File: config.mk
export PLATFORM = sky130hd
export DESIGN_NAME = video_shifter_p
export DESIGN_NICKNAME = d
export VERILOG_FILES = /design/src/rtl/video_shifter_p.sv
export SDC_FILE = /design/constraint.sdc
export NUM_CORES = 1
export LEC_CHECK = 0
export CORE_ASPECT_RATIO = 0.75
export CORE_UTILIZATION = 30
export DETAILED_ROUTE_END_ITERATION = 6
export SETUP_SLACK_MARGIN = 0.5
export SLEW_MARGIN = 15
export SYNTH_ARGS = -nofsm -noshare
export SYNTH_HDL_FRONTEND = slang
export SYNTH_SLANG_ARGS = --single-unit
File: constraint.sdc
create_clock -name clk -period 2.16 [get_ports clk]
set_input_delay 0.54 -clock clk [delete_from_list [all_inputs] [get_ports clk]]
set_output_delay 0.54 -clock clk [all_outputs]
set_load 0.02 [all_outputs]
File: src/rtl/video_shifter_p.sv
// video_shifter_p: prefetching memory-word to RGB pixel serializer with
// 1 bpp mono / 2 bpp palette modes and a sticky underrun flag.
module video_shifter_p #(
    parameter int          DATA_W         = 16,
    parameter int          ACTIVE_W       = 512,
    parameter int          WORDS_PER_LINE = ACTIVE_W / DATA_W,
    parameter logic [11:0] PAL_RESET      = 12'b100_010_001_000
) (
    input  logic              clk,
    input  logic              res,
    input  logic              line_start,
    input  logic              active,
    input  logic              color,
    input  logic              pal_we,
    input  logic [11:0]       pal_wdata,
    output logic              fetch_req,
    input  logic              fetch_ack,
    input  logic [DATA_W-1:0] fetch_data,
    output logic              R,
    output logic              G,
    output logic              B,
    output logic              underrun
);
    localparam int CW = $clog2(WORDS_PER_LINE + 1);
    localparam int PW = $clog2(DATA_W);
    localparam logic [CW-1:0] WPL = CW'(WORDS_PER_LINE);
    localparam logic [PW-1:0] POS_LAST = PW'(DATA_W - 1);

    typedef enum logic {IDLE, REQ} state_t;

    state_t            state;
    logic [DATA_W-1:0] buf_data, shiftreg, cur, nxt;
    logic              buf_full, mode, phase, armed, live, act_d;
    logic [CW-1:0]     req_count, load_count;
    logic [PW-1:0]     pos;
    logic [11:0]       palette;
    logic              ack_v, first, go, slot, bypass, ph, can_req;
    logic [2:0]        rgb, pal_px;

    // armed: line_start seen, waiting for the rising edge of active;
    // live: inside a started line. Both stay low after res so the line stays black.
    always_comb begin
        ack_v   = fetch_ack && fetch_req;
        first   = armed && active && !act_d;
        go      = active && (first || live);
        slot    = go && pos == '0 && load_count < WPL;
        bypass  = slot && !buf_full && ack_v;
        cur     = !slot ? shiftreg : buf_full ? buf_data : ack_v ? fetch_data : '0;
        ph      = phase && !slot;
        nxt     = !mode ? cur >> 1 : ph ? cur >> 2 : cur;
        pal_px  = cur[1:0] == 2'd3 ? palette[11:9] : cur[1] ? palette[8:6] :
                  cur[0] ? palette[5:3] : palette[2:0];
        rgb     = (!go || line_start) ? 3'b000 : !mode ? {3{cur[0]}} : pal_px;
        can_req = (armed || live) && (!buf_full || slot) && req_count < WPL && load_count < WPL;
    end

    always_ff @(posedge clk) begin
        if (res || line_start) begin
            state     <= IDLE;
            fetch_req <= 1'b0;
        end else if (state == IDLE) begin
            if (can_req) begin
                state     <= REQ;
                fetch_req <= 1'b1;
            end
        end else if (fetch_ack) begin
            state     <= IDLE;
            fetch_req <= 1'b0;
        end
    end

    always_ff @(posedge clk) begin
        if (res) begin
            {R, G, B}  <= 3'b000;
            underrun   <= 1'b0;
            buf_full   <= 1'b0;
            buf_data   <= '0;
            shiftreg   <= '0;
            req_count  <= '0;
            load_count <= '0;
            mode       <= 1'b0;
            phase      <= 1'b0;
            armed      <= 1'b0;
            live       <= 1'b0;
            pos        <= '0;
            act_d      <= 1'b0;
            palette    <= PAL_RESET;
        end else begin
            act_d     <= active;
            {R, G, B} <= rgb;
            if (pal_we) palette <= pal_wdata;
            if (line_start) begin
                mode       <= color;
                buf_full   <= 1'b0;
                req_count  <= '0;
                load_count <= '0;
                underrun   <= 1'b0;
                armed      <= 1'b1;
                live       <= 1'b0;
                pos        <= '0;
                phase      <= 1'b0;
                shiftreg   <= '0;
            end else begin
                if (first) begin
                    armed <= 1'b0;
                    live  <= 1'b1;
                end
                if (go) begin
                    shiftreg <= nxt;
                    phase    <= mode && !ph;
                    pos      <= pos == POS_LAST ? '0 : pos + 1'b1;
                end
                if (slot) load_count <= load_count + 1'b1;
                if (slot && !buf_full && !ack_v) underrun <= 1'b1;
                if (ack_v) req_count <= req_count + 1'b1;
                // a late word lands in the buffer and serves the next slot
                buf_full <= (ack_v && !bypass) || (buf_full && !slot);
                if (ack_v && !bypass) buf_data <= fetch_data;
            end
        end
    end
endmodule

==> results.txt, run 1 <==
----------------------------------------------------
[Critical path]
  Depth of the worst register-to-register path ... 8
  Element type at the critical path start ... register
  Slowest library cell on the worst path ... sky130_fd_sc_hd__mux4_2
  Largest fanout on the critical path ... 5
  Kind of capture point of the worst setup path ... register
  Slowest cell delay on critical path ... 0.50 ns
  Worst flop-to-flop path endpoint ... shiftreg[5]$_SDFFE_PP0N_
  WP data arrival ... 2.21 ns
  Family with the most delay on the worst path ... multiplexers
  WS Path Type ... reg2reg
  Required time at the endpoint of the critical path ... 2.38 ns
  Worst reg2reg startpoint ... pos[1]$_SDFFE_PP0N_
  Worst Path Buf+Inv ... 2
  Setup slack on the worst flop-to-flop path ... 0.18 ns
  Critical path, cell by cell ... inv_2 -> ha_4 -> nor4b_4 -> o211a_1 -> buf_12 -> mux4_2 -> a211oi_2 -> nor2_1

[Finish]
  Ratio of cells with drive above 1 in the final layout ... 21.58%
  Number of diodes added for antenna fixing ... 0
  Synth-to-layout area growth ... 36.86%
  Final layout net count ... 540
  Fillers ... 1135

[GRT]
  Global-route wire length before repair ... 16830 µm
  Global route total overflow ... 0
  Total GRT Usage ... 17.21%
  Pin count of the biggest net entering global routing ... 33
  Antenna violations before repair ... 0
  Number of global-route vias before repair ... 3252

[Synth]
  Post-Synthesis Cell Area ... 0.003686 mm²
  Seq cells post-synth ... 72
  Synthesized-area fraction occupied by ao, oa, aoi and oai cells ... 19.18%
  Unique masters post-synth ... 51
  Sequential share of the synthesized area ... 39.10%
  Synthesized area per cell ... 8.632 µm²
  Xor/xnor share of the synthesized area ... 2.138%
  Warnings, synthesis ... 0
  Post-synth EDFFs ... 0
  Yosys top cell by area ... sky130_fd_sc_hd__dfxtp_1
  Simple-gate portion of the synthesized area ... 20.60%
  List of most frequent post-synthesis cells ... sky130_fd_sc_hd__dfxtp_1, sky130_fd_sc_hd__nor2_1, sky130_fd_sc_hd__nand2_1
  Most used flip-flop cell after synthesis ... sky130_fd_sc_hd__dfxtp_1
  Most repeated cell in the gate-level netlist after synthesis ... sky130_fd_sc_hd__dfxtp_1
  Cell count after synthesis ... 427
  Post-Syn Nets ... 466
  Largest family of logic cells by synthesized area ... simple AND/OR/NAND/NOR gates
  Area share of the leading cell type in the synthesized netlist ... 39.10%
  Area contributors post-synth ... sky130_fd_sc_hd__dfxtp_1, sky130_fd_sc_hd__mux2i_1, sky130_fd_sc_hd__nor2_1
  Post-Synth Adder-Cell Area ... 1.358%
  Async SR Flop Fraction ... 0%
  Multiplexer share of the synthesized area ... 12.76%

[Clock network]
  Worst-Skew Late Latency ... 0.34 ns
  TritonCTS buffer count ... 9
  Clock sink count ... 72
  Clock transition at the registers of the reported paths ... 0.06 ns
  Root Buffer Master ... sky130_fd_sc_hd__clkbuf_16
  Count of H-tree levels built during CTS ... 3
  Clock tree from TritonCTS ... built
  CTS Buffer Depth ... 2

[Routing]
  Remaining number of nets flagged by the antenna check after routing ... 0
  Initial DRT Pass Iterations ... 5
  Met2 Wirelength ... 4561 µm
  Post-route met1 wirelength ... 4955 µm
  Routed WL ... 10360 µm
  DR WL/cell ... 15.53 µm
  Via density ... 5.168
  Highest routed layer ... met4
  Number of DRC markers after the initial detailed-route iteration ... 295
  Via count of the routed design ... 3447
  Number of remaining DRC errors ... 0
  Total length of routed met3 wires ... 690 µm

[Min path]
  Type of the worst min-delay path ... reg2reg
  Worst Hold Launch ... req_count[1]$_SDFFE_PP0N_
  Depth of the worst hold-timing path ... 2
  Worst hold endpoint ... req_count[1]$_SDFFE_PP0N_

[Power]
  VDD IR max ... 353.6 µV
  Power per unit of standard cell area ... 653.6 mW/mm²
  Total power draw ... 3.297 mW
  P_leak ... 2.053 nW

[Placed design]
  Post-DP HPWL ... 7106 µm
  Total of buffers placed on input and output ports ... 39
  Routability-driven placement congestion ratio ... 0.8372

[Timing]
  Worst hold margin ... 0.4830 ns
  Setup repair after global routing missed its margin ... yes
  Final period util ... 91.87%
  Slew at the pin with the worst max-slew slack ... 0.4876 ns
  Count of pins over their slew limit ... 0
  Worst setup skew after layout ... 0.006761 ns
  Highest clock frequency the design can meet ... 504.0 MHz
  Relative slew margins ... 67.45%
  Setup TNS ... 0 ns
  Setup-violating endpoint count in the final report ... 0
  Hold violation total from the final report ... 0
  Crit path time final ... 1.984 ns

[Flow run]
  # Max-Cap Violations ... 0

[Die]
  Initial Util ... 31.28%
  # rows ... 34
  Overall die height ... 98.00 µm
  IO Pins ... 40
  Horizontal die dimension ... 130.0 µm
  Full die area ... 0.01274 mm²
  Core Region ... 0.01178 mm²

[Run status]
  Run status ... finished clean

----------------------------------------------------
metrics by stage:
| stage | instances | utilization, % | instance area, µm² | setup WS [ns] |
|---|---|---|---|---|
| after floorplan | 427 | - | 3724 | 0.1913 |
| after global placement | 631 | 37.61 | 4432 | -0.2101 |
| after detailed placement | 631 | 37.61 | 4432 | -0.2485 |
| after CTS | 659 | 41.60 | 4902 | 0.1882 |
| after global routing | 667 | 42.81 | 5045 | 0.06285 |
| final | 667 | 42.81 | 5045 | 0.1757 |
worst min-delay path: stages (launching register included):
cell	delay [ns]
sky130_fd_sc_hd__dfxtp_1	0.32
sky130_fd_sc_hd__nand2_1	0.06
sky130_fd_sc_hd__a21oi_1	0.05
cells in the final DEF (no fill, tap or decap), types with 7 or more instances in the layout:
master and instances:
sky130_fd_sc_hd__nand3_1 13, sky130_fd_sc_hd__clkbuf_16 9, sky130_fd_sc_hd__nor3b_1 7, sky130_fd_sc_hd__o21ai_0 27
sky130_fd_sc_hd__a22oi_1 7, sky130_fd_sc_hd__clkdlybuf4s50_1 32, sky130_fd_sc_hd__xor2_1 7, sky130_fd_sc_hd__nor2b_1 13
sky130_fd_sc_hd__buf_4 45, sky130_fd_sc_hd__nor2_1 52, sky130_fd_sc_hd__a21oi_1 22, sky130_fd_sc_hd__mux2i_1 38
sky130_fd_sc_hd__dfxtp_1 68, sky130_fd_sc_hd__nand2_1 40
what timing repair did:
item / 4_1_cts / 5_1_grt
hold buffers: 0 / 0
gates resized for setup: 23 / 27
gates cloned: 1 / 0
buffers inserted: 12 / 8
pin swaps: 5 / 8
endpoints found under the setup margin: 54 / 47
report_power, final:
group / switching, mW / internal, mW / leakage [nW] / total [mW]
registers: 0.0297 / 1.36 / 0.587 / 1.39
logic: 0.173 / 0.188 / 1.32 / 0.360
clock network: 0.544 / 1.01 / 0.143 / 1.55
cells by family (layout without fill, tap and decap cells):
group / count (synthesis) / after routing
buffers and inverters: 38 / 116
AOI/OAI and AO/OA: 106 / 106
DFF: 72 / 72
adders and majority gates: 4 / 4
muxes: 43 / 43
and+or+nand+nor: 155 / 155
xor gates and xnor gates: 9 / 9
area by class of cell:
cell class	instances	area, µm²	area share [%]
well taps	162	202.7	4.018
inverters	5	21.27	0.4216
repair buffers	96	912.1	18.08
flip-flops and latches	72	1451	28.77
multi-input cells	317	2153	42.68
clock inverters	3	67.56	1.339
clock buffers	12	236.5	4.688
per-layer routing:
metal | GRT usage [%] | up-vias
met3 | 4.603 | 16
met2 | 25.09 | 121
met1 | 24.49 | 1642
met4 | 5.367 | 0
met5 | 0 | -
li1 | - | 1668
worst max-delay path by stage:
stage,from,endpoint,slack [ns],depth (start not counted)
2_1_floorplan,pos[1]$_SDFFE_PP0N_,shiftreg[7]$_SDFFE_PP0N_,0.19,8
3_3_place_gp,fetch_ack,shiftreg[8]$_SDFFE_PP0N_,-0.21,6
3_5_place_dp,active,buf_data[12]$_SDFFE_PP0P_,-0.25,6
4_1_cts,pos[1]$_SDFFE_PP0N_,shiftreg[5]$_SDFFE_PP0N_,0.19,8
5_1_grt,pos[1]$_SDFFE_PP0N_,shiftreg[5]$_SDFFE_PP0N_,0.06,8
6_report,pos[1]$_SDFFE_PP0N_,shiftreg[5]$_SDFFE_PP0N_,0.18,8
state kept, by name (all words and copies together) (netlist names):
signal      cells
armed           1
phase           1
underrun        1
buf_full        1
G               1
mode            1
live            1
load_count      6
state           1
buf_data       16
B               1
R               1
shiftreg       16
pos             4
act_d           1
req_count       6
palette        12
fetch_req       1
(Power assumes the default switching activity.)
==> inputs of run 2 (changes only) <==
--- a/config.mk
+++ b/config.mk
@@ -5,6 +5,7 @@
 export SDC_FILE = /design/constraint.sdc
 export NUM_CORES = 1
 export LEC_CHECK = 0
+export CAP_MARGIN = 30
 export CORE_ASPECT_RATIO = 0.75
 export CORE_UTILIZATION = 30
 export DETAILED_ROUTE_END_ITERATION = 6
==> results of run 2 <==
The final DEF is identical to that of run 1; final timing and power are the same.
==> inputs of run 3 (changes only) <==
--- a/config.mk
+++ b/config.mk
@@ -6,7 +6,8 @@
 export NUM_CORES = 1
 export LEC_CHECK = 0
 export CAP_MARGIN = 30
-export CORE_ASPECT_RATIO = 0.75
+export CORE_ASPECT_RATIO = 1.75
+export CORE_MARGIN = 10
 export CORE_UTILIZATION = 30
 export DETAILED_ROUTE_END_ITERATION = 6
 export SETUP_SLACK_MARGIN = 0.5
==> run 3 against run 2 <==
  * Hold slack got worse by 0.018 ns
  * Routed wire length increased by 8.3%
  * Global-route usage decreased by 4.2 points
  * Largest power group unchanged
==> results.txt, run 3 (synthesis gave the netlist of run 1 again) <==
----------------------------------------------------
[Run status]
  Run status ... finished clean

[Finish]
  Area of all placed cells without fillers ... 0.005258 mm²
  Number of diodes added for antenna fixing ... 0
  Highest-count cells in the layout ignoring fill and taps ... sky130_fd_sc_hd__dfxtp_1, sky130_fd_sc_hd__nor2_1, sky130_fd_sc_hd__buf_4, sky130_fd_sc_hd__mux2i_1, sky130_fd_sc_hd__nand2_1
  Ratio of cells with drive above 1 in the final layout ... 27.22%
  Most common library cell in the layout ignoring fill and taps ... sky130_fd_sc_hd__dfxtp_1
  Top Registers ... buf_data (16), shiftreg (16), palette (12)
  Synth-to-layout area growth ... 42.63%
  Share of the core filled with cells in the final layout ... 43.80%
  Final layout net count ... 541

[Clock network]
  Root Buffer Master ... sky130_fd_sc_hd__clkbuf_16
  TritonCTS buffer count ... 9
  Clock sink count ... 72
  Clock transition at the registers of the reported paths ... 0.06 ns
  Worst-Skew Late Latency ... 0.34 ns
  CTS Buffer Depth ... 2
  Count of H-tree levels built during CTS ... 3
  Clock tree from TritonCTS ... built

[Min path]
  Type of the worst min-delay path ... reg2reg

[Timing]
  Relative slew margins ... 62.48%
  Hold violation total from the final report ... 0
  Crit path time final ... 1.895 ns
  Setup TNS ... 0 ns
  Slew at the pin with the worst max-slew slack ... 0.5620 ns
  Crit path setup slack, layout ... 0.2649 ns
  Worst setup skew after layout ... 0.006077 ns
  Count of pins over their slew limit ... 0
  Setup repair after global routing missed its margin ... yes
  Highest clock frequency the design can meet ... 527.7 MHz
  Final period util ... 87.74%
  Setup-violating endpoint count in the final report ... 0

[GRT]
  Total GRT Usage ... 12.98%
  Pin count of the biggest net entering global routing ... 32
  Antenna violations before repair ... 0
  Number of global-route vias before repair ... 3573
  Global-route wire length before repair ... 18280 µm
  Global route total overflow ... 0

[Critical path]
  Family with the most delay on the worst path ... multiplexers
  Largest fanout on the critical path ... 5
  Critical path, cell by cell ... inv_2 -> ha_4 -> nor4b_4 -> buf_6 -> o211a_4 -> mux4_2 -> a211oi_2 -> nor2_1
  Required time at the endpoint of the critical path ... 2.39 ns
  Element type at the critical path start ... register
  Kind of capture point of the worst setup path ... register
  WP data arrival ... 2.13 ns
  Slowest cell delay on critical path ... 0.51 ns
  Worst Path Buf+Inv ... 2
  Slowest library cell on the worst path ... sky130_fd_sc_hd__mux4_2
  WS Path Type ... reg2reg

[Flow run]
  # Max-Cap Violations ... 0

[Die]
  Core Region ... 0.01200 mm²
  Initial Util ... 30.71%
  IO Pins ... 40
  Horizontal die dimension ... 103.8 µm
  # rows ... 53
  Overall die height ... 166.6 µm
  Full die area ... 0.01730 mm²

[Power]
  P_leak ... 2.123 nW
  VDD IR max ... 494.0 µV
  Sw Ratio ... 23.35%
  Power per unit of standard cell area ... 645.5 mW/mm²
  Sequential cell fraction of total power ... 41.0%
  Power share of the combinational group ... 11.3%
  Internal power ... 2.602 mW
  Clk network pwr share ... 47.7%
  Net load switching power ... 0.7924 mW

[Placed design]
  Routability-driven placement congestion ratio ... 0.8314
  Post-DP HPWL ... 7729 µm
  Total of buffers placed on input and output ports ... 39
  Area after DPL ... 0.004438 mm²
  Post-placement worst setup slack ... -0.4024 ns

[Routing]
  Via density ... 5.109
  Number of remaining DRC errors ... 0
  Remaining number of nets flagged by the antenna check after routing ... 0
  Initial DRT Pass Iterations ... 4
  Via count of the routed design ... 3433
  DR WL/cell ... 16.70 µm
  Number of DRC markers after the initial detailed-route iteration ... 186
  Routed WL ... 11220 µm

----------------------------------------------------
run 3: routing by layer:
metal  GRT usage, %  vias up  wire length [µm]
li1               -     1679                 -
met1          12.45     1649              4097
met2          25.44       78              6271
met3          2.666       27               406
met4          5.897        0               446
met5              0        -                 0
run 3: timing repair:
action	CTS	global route
endpoints found under the setup margin	58	48
cloned	3	0
pin swaps	20	25
hold buffers	0	0
gates resized for setup	48	54
buffers inserted	13	4
run 3: worst register-to-register path, cell delays in order (launching register included):
cell and delay [ns]:
sky130_fd_sc_hd__dfxtp_2 0.32, sky130_fd_sc_hd__inv_2 0.07, sky130_fd_sc_hd__ha_4 0.13, sky130_fd_sc_hd__nor4b_4 0.19, sky130_fd_sc_hd__buf_6 0.16, sky130_fd_sc_hd__o211a_4 0.20
sky130_fd_sc_hd__mux4_2 0.51, sky130_fd_sc_hd__a211oi_2 0.15, sky130_fd_sc_hd__nor2_1 0.07
run 3: final timing paths:
kind | from | to | slack, ns | cells after the start
max | pos[1]$_SDFFE_PP0N_ | shiftreg[5]$_SDFFE_PP0N_ | 0.26 | 8
min | underrun$_SDFFE_PP0P_ | underrun$_SDFFE_PP0P_ | 0.46 | 2
max reg2reg | pos[1]$_SDFFE_PP0N_ | shiftreg[5]$_SDFFE_PP0N_ | 0.26 | 8
min reg2reg | underrun$_SDFFE_PP0P_ | underrun$_SDFFE_PP0P_ | 0.46 | 2
run 3: layout make-up:
class | instances | area (µm²)
fillers | 1179 | 6745
multi-input cells | 318 | 2312
flip-flops and latches | 72 | 1449
repair buffers | 96 | 948.4
clock buffers | 11 | 242.7
well taps | 165 | 206.4
clock inverters | 5 | 80.08
inverters | 5 | 18.77
run 3: per-stage QoR:
step / power [mW] / std cells / hold slack, ns
5_1_grt: 3.508 / 672 / 0.5139
4_1_cts: 3.391 / 668 / 0.4792
2_1_floorplan: 1.576 / 427 / 0.4537
3_5_place_dp: 1.732 / 636 / 0.4702
3_3_place_gp: 1.727 / 636 / 0.4640
6_report: 3.394 / 672 / 0.4648
run 3: power groups by stage:
stage	registers [mW]	clock network [mW]	logic, mW
after floorplan	1.41	0	0.170
after global placement	1.42	0	0.311
after detailed placement	1.42	0	0.314
after CTS	1.39	1.64	0.361
after global routing	1.39	1.70	0.412
final	1.39	1.62	0.383
